File: src/rtl/spawn_scheduler.sv
// spawn_scheduler: paces tree/bird/pickup spawn requests into one-hot deploy pulses, round-robin between classes.
// Latency: deploy pulse is registered, high for the single cycle after the edge that samples startOfFrame.
// Backpressure: none; requests accumulate in saturating pending counters, further adds drop at saturation.
module spawn_scheduler #(
  parameter int N_TREE     = 16,
  parameter int N_BIRD     = 4,
  parameter int GAP_FRAMES = 8,
  parameter int PEND_W     = 5
) (
  input  logic              clk,
  input  logic              resetN,
  input  logic              startOfFrame,
  input  logic              flush,
  input  logic              add_tree_valid,
  input  logic [3:0]        add_tree_cnt,
  input  logic              add_bird_valid,
  input  logic [2:0]        add_bird_cnt,
  input  logic              req_pickup,
  input  logic [N_TREE-1:0] tree_alive,
  input  logic [N_BIRD-1:0] bird_alive,
  input  logic              pickup_alive,
  output logic [N_TREE-1:0] deploy_tree,
  output logic [N_BIRD-1:0] deploy_bird,
  output logic              deploy_pickup,
  output logic [PEND_W-1:0] pending_tree,
  output logic [PEND_W-1:0] pending_bird,
  output logic              idle
);

  localparam int                GAP_W    = (GAP_FRAMES > 1) ? $clog2(GAP_FRAMES) : 1;
  localparam logic [GAP_W-1:0]  GAP_LOAD = GAP_W'(GAP_FRAMES - 1);
  localparam logic [PEND_W-1:0] PEND_MAX = '1;
  localparam logic [1:0]        C_TREE   = 2'd0;
  localparam logic [1:0]        C_BIRD   = 2'd1;
  localparam logic [1:0]        C_PICK   = 2'd2;

  logic [PEND_W-1:0] r_pend_t, r_pend_b;
  logic              r_pend_p;
  logic [GAP_W-1:0]  r_gap;
  logic [1:0]        r_rr;
  logic [N_TREE-1:0] r_rsv_t, r_dep_t;
  logic [N_BIRD-1:0] r_rsv_b, r_dep_b;
  logic              r_rsv_p, r_dep_p;
  logic [1:0]        r_age_t, r_age_b, r_age_p;

  logic [N_TREE-1:0] w_free_t, w_pick_t;
  logic [N_BIRD-1:0] w_free_b, w_pick_b;
  logic              w_free_p;
  logic [2:0]        w_elig;
  logic              w_gnt_vld;
  logic [1:0]        w_gnt_cls;
  logic              w_gnt_t, w_gnt_b, w_gnt_p;
  logic              w_sof;
  logic              w_tmo_t, w_tmo_b, w_tmo_p;

  // Class index k positions after base in TREE->BIRD->PICKUP order.
  function automatic logic [1:0] rr_add(input logic [1:0] base, input int k);
    int s;
    s = int'(base) + k;
    if (s >= 3) s = s - 3;
    return s[1:0];
  endfunction

  // Saturating add of the request count, then the grant decrement.
  function automatic logic [PEND_W-1:0] pend_next(input logic [PEND_W-1:0] cur, input logic add,
                                                  input logic [PEND_W-1:0] cnt, input logic dec);
    logic [PEND_W:0]   sum;
    logic [PEND_W-1:0] sat;
    sum = {1'b0, cur} + (add ? {1'b0, cnt} : '0);
    sat = sum[PEND_W] ? PEND_MAX : sum[PEND_W-1:0];
    return sat - PEND_W'(dec);
  endfunction

  // A slot is free when its object is dead and no deploy is still in flight to it.
  assign w_free_t = ~tree_alive & ~r_rsv_t;
  assign w_free_b = ~bird_alive & ~r_rsv_b;
  assign w_free_p = ~pickup_alive & ~r_rsv_p;
  assign w_pick_t = w_free_t & (~w_free_t + N_TREE'(1));
  assign w_pick_b = w_free_b & (~w_free_b + N_BIRD'(1));

  assign w_elig = {w_free_p & r_pend_p,
                   (|w_free_b) & (r_pend_b != '0),
                   (|w_free_t) & (r_pend_t != '0)};

  assign w_sof = startOfFrame & ~flush;

  // Pick the first eligible class at or after the round-robin pointer; only on an open frame slot.
  always_comb begin
    w_gnt_vld = 1'b0;
    w_gnt_cls = C_TREE;
    for (int k = 2; k >= 0; k--) begin
      if (w_elig[rr_add(r_rr, k)]) begin
        w_gnt_vld = 1'b1;
        w_gnt_cls = rr_add(r_rr, k);
      end
    end
    if (!w_sof || (r_gap != '0)) w_gnt_vld = 1'b0;
  end

  assign w_gnt_t = w_gnt_vld & (w_gnt_cls == C_TREE);
  assign w_gnt_b = w_gnt_vld & (w_gnt_cls == C_BIRD);
  assign w_gnt_p = w_gnt_vld & (w_gnt_cls == C_PICK);

  // A class whose reservation timer expires this frame drops its whole reserved mask.
  assign w_tmo_t = w_sof & (r_age_t == 2'd1);
  assign w_tmo_b = w_sof & (r_age_b == 2'd1);
  assign w_tmo_p = w_sof & (r_age_p == 2'd1);

  // Pending counters, frame gap and round-robin pointer; flush overrides adds and grants.
  always_ff @(posedge clk or negedge resetN) begin
    if (!resetN) begin
      r_pend_t <= '0;
      r_pend_b <= '0;
      r_pend_p <= 1'b0;
      r_gap    <= '0;
      r_rr     <= C_TREE;
    end else if (flush) begin
      r_pend_t <= '0;
      r_pend_b <= '0;
      r_pend_p <= 1'b0;
      r_gap    <= '0;
      r_rr     <= C_TREE;
    end else begin
      r_pend_t <= pend_next(r_pend_t, add_tree_valid, PEND_W'(add_tree_cnt), w_gnt_t);
      r_pend_b <= pend_next(r_pend_b, add_bird_valid, PEND_W'(add_bird_cnt), w_gnt_b);
      // A new pickup request arriving on the grant cycle is kept, not lost.
      r_pend_p <= req_pickup | (r_pend_p & ~w_gnt_p);
      if (startOfFrame) begin
        if (r_gap != '0) r_gap <= r_gap - GAP_W'(1);
        else if (w_gnt_vld) r_gap <= GAP_LOAD;
      end
      if (w_gnt_vld) r_rr <= (w_gnt_cls == C_PICK) ? C_TREE : w_gnt_cls + 2'd1;
    end
  end

  // Reservations: set on deploy, released when the object reports alive or when the class timer runs out.
  always_ff @(posedge clk or negedge resetN) begin
    if (!resetN) begin
      r_rsv_t <= '0;
      r_rsv_b <= '0;
      r_rsv_p <= 1'b0;
      r_age_t <= 2'd0;
      r_age_b <= 2'd0;
      r_age_p <= 2'd0;
    end else if (flush) begin
      r_rsv_t <= '0;
      r_rsv_b <= '0;
      r_rsv_p <= 1'b0;
      r_age_t <= 2'd0;
      r_age_b <= 2'd0;
      r_age_p <= 2'd0;
    end else begin
      r_rsv_t <= (w_tmo_t ? '0 : (r_rsv_t & ~tree_alive)) | (w_gnt_t ? w_pick_t : '0);
      r_rsv_b <= (w_tmo_b ? '0 : (r_rsv_b & ~bird_alive)) | (w_gnt_b ? w_pick_b : '0);
      r_rsv_p <= (w_tmo_p ? 1'b0 : (r_rsv_p & ~pickup_alive)) | w_gnt_p;
      if (w_gnt_t) r_age_t <= 2'd3;
      else if (startOfFrame && r_age_t != 2'd0) r_age_t <= r_age_t - 2'd1;
      if (w_gnt_b) r_age_b <= 2'd3;
      else if (startOfFrame && r_age_b != 2'd0) r_age_b <= r_age_b - 2'd1;
      if (w_gnt_p) r_age_p <= 2'd3;
      else if (startOfFrame && r_age_p != 2'd0) r_age_p <= r_age_p - 2'd1;
    end
  end

  // Registered one-cycle deploy pulses; grants are already suppressed during flush.
  always_ff @(posedge clk or negedge resetN) begin
    if (!resetN) begin
      r_dep_t <= '0;
      r_dep_b <= '0;
      r_dep_p <= 1'b0;
    end else begin
      r_dep_t <= w_gnt_t ? w_pick_t : '0;
      r_dep_b <= w_gnt_b ? w_pick_b : '0;
      r_dep_p <= w_gnt_p;
    end
  end

  assign deploy_tree   = r_dep_t;
  assign deploy_bird   = r_dep_b;
  assign deploy_pickup = r_dep_p;
  assign pending_tree  = r_pend_t;
  assign pending_bird  = r_pend_b;
  assign idle          = (r_pend_t == '0) && (r_pend_b == '0) && !r_pend_p && (r_gap == '0);

endmodule

File: config.mk
export PLATFORM = sky130hd
export DESIGN_NAME = spawn_scheduler
export DESIGN_NICKNAME = d
export VERILOG_FILES = /design/src/rtl/spawn_scheduler.sv
export SDC_FILE = /design/constraint.sdc
export NUM_CORES = 1
export LEC_CHECK = 0
export ABC_AREA = 1
export BUFFER_PORTS_ARGS = -buffer_cell sky130_fd_sc_hd__buf_2
export CORE_MARGIN = 1.5
export CORE_UTILIZATION = 40
export DETAILED_ROUTE_END_ITERATION = 12
export GPL_TIMING_DRIVEN = 1
export PLACE_DENSITY_LB_ADDON = 0.15
export SLEW_MARGIN = 20
export SYNTH_ARGS = -nofsm -noshare
export SYNTH_HDL_FRONTEND = slang
export SYNTH_SLANG_ARGS = --single-unit
File: constraint.sdc
create_clock -name clk -period 2.97 [get_ports clk]
set_input_delay 0.4455 -clock clk [delete_from_list [all_inputs] [get_ports clk]]
set_output_delay 0.4455 -clock clk [all_outputs]
set_load 0.02 [all_outputs]
# Word-level counts from Yosys, hierarchy flattened
# Cells that the tools add are included.
[word_totals]
input_bits = 35
ff_bits = 64
[op_classes]
n_mux = 47
eq_ne = 5
bitwise = 33
reduce_logical = 28
add_sub_neg = 16
order_cmp = 6
[ops]
columns = ["cell", "n"]
rows = [
  ["bitwise AND 16 bit", 3],
  ["2-to-1 mux 16 bit", 3],
  ["NOT 16 bit", 3],
  ["2-to-1 mux 2 bit", 18],
  ["2-to-1 mux 5 bit", 4],
  ["adder 16 x 1 -> 16 bit (second input constant)", 1],
  ["2-to-1 mux 4 bit", 4],
  ["bitwise OR 16 bit", 1],
  ["OR reduction 16 bit", 1],
  ["2-to-1 mux 3 bit", 5],
  ["nonzero test 3 bit", 5],
  ["bitwise AND 1 bit", 13],
  ["bitwise AND 4 bit", 3],
  ["NOT 4 bit", 3],
  ["zero test 5 bit", 2],
  ["2-to-1 mux 1 bit", 10],
  ["nonzero test 2 bit", 5],
  ["nonzero test 5 bit", 2],
  ["subtractor 5 x 1 -> 5 bit", 2],
  ["less-than comparator 2 x 3 -> 1 bit (second input constant)", 3],
  ["equality test 2 x 1 -> 1 bit (second input constant)", 4],
  ["adder 5 x 3 -> 6 bit", 1],
  ["adder 5 x 4 -> 6 bit", 1],
  ["binary-select mux 1 bit (select 2 bit)", 3],
  ["other kinds (20)", 35],
]

# Logic depth before layout (Yosys ltp)
[logic_depth]
depth_word = 15
ltp_mapped = 21
depth_no_buf = 21

# Least setup slack after synthesis
# Ideal clock, no wire load.
[synth_timing]
path_kind = "input to register"
startpoint = "in tree_alive[1]"
endpoint = "reg r_pend_b[2], in the netlist pending_bird[2]"
cell_stages = 17
setup_slack_ns = 0.537
setup_time_ns = 0.079
arrival_time_ns = 2.354
n_path_buf = 0
t_required_ns = 2.891
path_cell_list = "nor2_1 nor2_2 nand2_2 nor2_4 nand2_2 nand2_2 nand2_2 a21oi_4 nand3_2 nand2_2 inv_1 nand2_1 inv_2 ha_1 ha_1 or2_2 a21oi_1"
[synth_via]
elab_chain_cells = 13
word_cells_on_any_way = 21
classes_between = "1 x add/sub; 1 x eq/ne; 14 x mux; 4 x bitwise; 1 x reduce/logical"
[synth_rtl]
columns = ["element", "line", "rtl"]
rows = [
  ["from (decl)", "19", "input logic [N_TREE-1:0] tree_alive,"],
  ["NOT 16 bit (*)", "75", "assign w_free_t = ~tree_alive & ~r_rsv_t;"],
  ["bitwise AND 16 bit (*)", "75", ""],
  ["OR reduction 16 bit (*)", "83", "(|w_free_t) & (r_pend_t != '0)};"],
  ["bitwise AND 1 bit (*)", "83", ""],
  ["binary-select mux 1 bit (select 2 bit)", "92", "if (w_elig[rr_add(r_rr, k)]) begin"],
  ["2-to-1 mux 1 bit (not written as such)", "92", ""],
  ["2-to-1 mux 2 bit / 2-to-1 mux 1 bit (equally long branches) (3 in series)", "92", ""],
  ["equality test 2 x 1 -> 1 bit / 2-to-1 mux 1 bit (equally long branches)", "101, 97", ""],
  ["bitwise AND 1 bit (*)", "101", "assign w_gnt_b = w_gnt_vld & (w_gnt_cls == C_BIRD);"],
  ["subtractor 5 x 1 -> 5 bit (*)", "71", "return sat - PEND_W'(dec);"],
  ["2-to-1 mux 5 bit (*)", "117", "end else if (flush) begin"],
  ["to (signal assigned)", "125", "r_pend_b <= pend_next(r_pend_b, add_bird_valid, PEND_W'(add_bird_cnt), w_gnt_b);"],
  ["to (decl)", "37", "logic [PEND_W-1:0] r_pend_t, r_pend_b;"],
]
# Every way passes the cells marked *; elsewhere a longest branch is shown, timed or not. The select of a mux whose other input is x is not followed.
# A chain may end at the register's enable or synchronous reset.

# Worst setup path in the final report
[layout_timing]
startpoint = "reg r_rsv_t[1]"
endpoint = "reg r_pend_t[4], in the netlist pending_tree[4]"
[layout_via]
elab_chain_cells = 13
word_cells_on_any_way = 21
classes_between = "1 x add/sub; 14 x mux; 4 x bitwise; 2 x reduce/logical"
[layout_rtl]
columns = ["element", "line", "rtl"]
rows = [
  ["from (decl)", "41", "logic [N_TREE-1:0] r_rsv_t, r_dep_t;"],
  ["from (signal assigned)", "153", "r_rsv_t <= (w_tmo_t ? '0 : (r_rsv_t & ~tree_alive)) | (w_gnt_t ? w_pick_t : '0);"],
  ["NOT 16 bit (*)", "75", ""],
  ["bitwise AND 16 bit (*)", "75", ""],
  ["OR reduction 16 bit (*)", "83", ""],
  ["bitwise AND 1 bit (*)", "83", ""],
  ["binary-select mux 1 bit (select 2 bit)", "92", ""],
  ["2-to-1 mux 1 bit (not written as such)", "92", ""],
  ["2-to-1 mux 1 bit / 2-to-1 mux 2 bit (equally long branches) (3 in series)", "92", ""],
  ["2-to-1 mux 1 bit / zero test 2 bit (equally long branches)", "97, 100", ""],
  ["bitwise AND 1 bit (*)", "100", "assign w_gnt_t = w_gnt_vld & (w_gnt_cls == C_TREE);"],
  ["subtractor 5 x 1 -> 5 bit (*)", "71", ""],
  ["2-to-1 mux 5 bit (*)", "117", ""],
  ["to (signal assigned)", "124", "r_pend_t <= pend_next(r_pend_t, add_tree_valid, PEND_W'(add_tree_cnt), w_gnt_t);"],
  ["to (decl)", "37", ""],
]
# Marked as above.

==> results.md <==
| Result | This run |
|:---|:---|
| Core Footprint | 8850 um^2 |
| Mux contribution to synthesized area | 0% |
| Post-synthesis net count | 506 |
| Multi-input gate area | 1800 um^2 |
| H-tree levels | 3 |
| Max-slew headroom at the worst pin | 53.1% |
| Number of vias in the routed layout | 3143 |
| Sinks on the clock net | 64 |
| Worst hold-check path type | in2async |
| Synth top area cells | sky130_fd_sc_hd__dfrtp_1 43%, sky130_fd_sc_hd__inv_1 7.6%, sky130_fd_sc_hd__ha_1 7.1%, sky130_fd_sc_hd__nor2_1 6.3%, sky130_fd_sc_hd__nand2_1 5.9% |
| Required time of the critical path | 3.19 ns |
| Root cell of the clock tree | sky130_fd_sc_hd__clkbuf_8 |
| Top post-synthesis cells by count | 75 x sky130_fd_sc_hd__inv_1, 64 x sky130_fd_sc_hd__dfrtp_1, 62 x sky130_fd_sc_hd__nor2_1, 58 x sky130_fd_sc_hd__nand2_1, 23 x sky130_fd_sc_hd__nand3_1 |
| Crit Path Category | reg2reg |
| Most instantiated flip-flop cell in the synthesis netlist | sky130_fd_sc_hd__dfrtp_1 |
| Global-route wire length before repair | 14100 um |
| CTS tree | done |
| Crit path arrival time | 2.82 ns |
| Remaining Overflow, GRT | 0 |
| Antenna diodes | 0 |
| Share of async-settable or async-resettable flops after synthesis | 100% |
| Total half-perimeter wirelength after legalization and detailed placement | 5960 um |
| Clock Path Buffers | 2 |
| Fraction of the mapped netlist area in adder cells | 8.15% |
| Internal power | 0.00195 W |
| Post-DRT Antenna Nets | 0 |
| Mean cell area of the mapped netlist | 8.29 um^2 |
| Number of global-route vias before repair | 3157 |
| Setup violations, final | 0 |
| Number of vias per cell | 4.92 |
| Cell accounting for the most synthesized area | sky130_fd_sc_hd__dfrtp_1 |
| Sequential area share after synthesis | 43.1% |
| Result of the run | complete, no violations |
| Post-placement setup slack | 0.134 ns |
| DRC Markers | 0 |
| Number of fillers in the final layout | 899 |
| Fraction of power spent switching nets | 43.5% |
| Pins Over Slew Limit | 0 |
| Sequential cell fraction of total power | 31.3% |
| Number of flops mapped to enable cells by yosys | 0 |
| Sequential Area | 1600 um^2 |
| Main combinational cell family by area after synthesis | simple AND/OR/NAND/NOR gates |
| Combinational power share | 48.0% |
| Leakage power total | 2.44 nW |
| Vert. Die Dim | 99.4 um |
| Kind of launch point of the worst setup path | flop |
| Maximum clock rate | 0.384 GHz |
| Setup skew after layout | 0.00779 ns |
| Routed length per instance | 12.7 um |
| Cts bufs inserted | 9 |
| Power density normalized to cell area | 783 nW/um^2 |
| Buffers on Ports | 66 |
| Complex-gate fraction of the synthesized area | 9.46% |
| Final Hold Fails | 0 |
| Total wire length after detailed routing | 8140 um |
| Number of placement rows | 34 |
| Worst-Margin Slew | 0.703 ns |
| #FFs+latches synth | 64 |
| Simple logic cell fraction of the synthesized area | 29.1% |
| Yosys synthesis warning count | 0 |
| Number of nets in the final layout | 584 |
| Period Utilization, post-route | 87.7% |
| Worst-skew pair later-pin latency | 0.34 ns |
| I/O pin count | 67 |
| Most common cell in the netlist | sky130_fd_sc_hd__inv_1 |
| Chip width | 99.4 um |
| Area of all placed cells without fillers | 4410 um^2 |
| Number of buffers added to fix hold violations after cts | 0 |
| Number of instances in the synthesized netlist | 448 |
| Post-synthesis cell type count | 32 |
| Clock-pin transition on the worst setup and hold timing paths | 0.07 ns |
| PnR Total Power | 0.00345 W |
| Overall routing resource usage | 17.9% |
| Max-cap check violation count | 0 |
| Share of final-layout standard cells stronger than drive strength 1 | 25.2% |
| Time the worst path needs with I/O delays and setup | 2.61 ns |
| Post-synthesis to final-layout area growth | 18.7% |
| Cell Area, Synth | 3710 um^2 |
| Fraction of power consumed by the clock network | 20.7% |
| Maximum number of pins on one net before global-route repair | 36 |
| Initial detailed-routing violation count | 115 |
| Switching power summed over all nets | 0.00150 W |
| Endpoint kind of the worst setup timing path | flop |
| Xor and xnor area share after synthesis | 1.41% |
| Starting density of the core | 42.0% |
| Final Util | 49.8% |
| Biggest fanout along the worst timing path | 7 |
| Highest ir drop seen on vdd | 423 uV |
| Portion of synthesized cell area occupied by the leading cell type | 43.1% |
| Number of buffers added for setup after CTS | 0 |
| Antenna violations before repair | 0 |
| Placer's final routability congestion estimate | 0.894 |
| First drt pass iteration count | 4 |
| Die Footprint | 9870 um^2 |
| Smallest setup slack after layout | 0.364 ns |
| Cell area reported after detailed placement | 4220 um^2 |
==> flip-flops by register name, indices dropped and copies added (netlist names) <==
| signal | cells |
|---|---|
| r_age_t | 2 |
| r_rsv_t | 16 |
| pending_tree | 5 |
| deploy_tree | 16 |
| r_age_b | 2 |
| r_rsv_p | 1 |
| deploy_pickup | 1 |
| r_rr | 2 |
| r_gap | 3 |
| r_pend_p | 1 |
| deploy_bird | 4 |
| r_age_p | 2 |
| r_rsv_b | 4 |
| pending_bird | 5 |
==> through the flow <==
step,instances,hold slack [ns],setup TNS [ns]
after global placement,623,0.468,0
after global routing,639,0.214,-0.0121
after floorplan,448,0.150,0
after detailed placement,623,0.482,0
after CTS,639,0.166,0
final,639,0.145,0
==> critical path: stages, from the launching register on <==
cell	delay [ns]
sky130_fd_sc_hd__dfrtp_1	0.37
sky130_fd_sc_hd__nor2_1	0.06
sky130_fd_sc_hd__nor2_2	0.13
sky130_fd_sc_hd__nand2_2	0.10
sky130_fd_sc_hd__nor2_4	0.15
sky130_fd_sc_hd__nand2_2	0.08
sky130_fd_sc_hd__nand2_2	0.07
sky130_fd_sc_hd__nand2_2	0.06
sky130_fd_sc_hd__a21oi_4	0.21
sky130_fd_sc_hd__nor2_1	0.09
sky130_fd_sc_hd__o21bai_4	0.19
sky130_fd_sc_hd__nand2_2	0.14
sky130_fd_sc_hd__inv_1	0.06
sky130_fd_sc_hd__ha_1	0.20
sky130_fd_sc_hd__ha_1	0.19
sky130_fd_sc_hd__nand2_1	0.09
sky130_fd_sc_hd__nor2_1	0.06
sky130_fd_sc_hd__o21ai_0	0.17
sky130_fd_sc_hd__a21oi_1	0.06
==> final timing paths <==
kind | depth (start not counted) | startpoint | to | slack (ns)
worst max-delay path | 18 | r_rsv_t[1] | pending_tree[4] | 0.36
worst min-delay path | 1 | resetN | pending_bird[3] | 0.14
worst max register to register | 18 | r_rsv_t[1] | pending_tree[4] | 0.36
worst min register to register | 2 | r_age_b[1] | r_age_b[1] | 0.50
max in group asynchronous | 2 | resetN | r_gap[0] | 2.19
min in group clk | 3 | req_pickup | r_pend_p | 0.34
==> kinds of logic after synthesis <==
family          count (synthesis)
simple gates                  216
fa+ha+maj                      23
flops                          64
buf+inv                        84
xor+xnor                        6
compound gates                 55
==> area by class of cell <==
cell class / count / area share (%)
Multi-Input combinational cell: 300 / 40.9
Sequential cell: 64 / 36.3
Timing Repair Buffer: 74 / 9.13
Inverter: 77 / 6.55
Clock buffer: 12 / 3.06
Tap cell: 108 / 3.06
Clock inverter: 4 / 1.02
==> what timing repair did <==
item,CTS,global route
hold endpoints to repair,0,0
gates resized for setup,0,4
endpoints found under the setup margin,0,1
==> metal layers <==
layer | global-route usage, % | part of all wire (%) | vias up | routed length [um]
li1 | - | - | 1592 | -
met1 | 22.3 | 44 | 1462 | 3610
met2 | 30.5 | 49 | 83 | 4010
met3 | 4.29 | 5.7 | 6 | 463
met4 | 6.50 | 0.71 | 0 | 58
met5 | 0 | 0 | - | 0
==> power groups by stage <==
stage	Combinational, W	Sequential, W	Clock (W)
finish	0.00166	0.00108	0.000716
global route	0.00188	0.00110	0.000772
CTS	0.00166	0.00108	0.000739
detailed placement	0.00165	0.00110	0
global placement	0.00162	0.00109	0
floorplan	0.00119	0.00115	0
==> cells in the final DEF (no fill, tap or decap), drive strengths merged <==
cell type	Yosys	final
o22ai	3	3
fa	2	2
or2	6	6
xor2	3	3
inv	77	77
nand2	66	66
o21bai	1	1
nand3b	20	20
nand4	3	3
a211oi	1	1
buf	2	74
and2	1	1
a21oi	34	34
xnor2	3	3
dfrtp	64	64
nor4	5	5
nor2	66	66
bufinv	0	1
nor3	15	15
clkbuf	5	12
o21ai	16	16
ha	21	21
nand3	34	34
clkinv	0	3
Power figures use the tool's default switching activity.
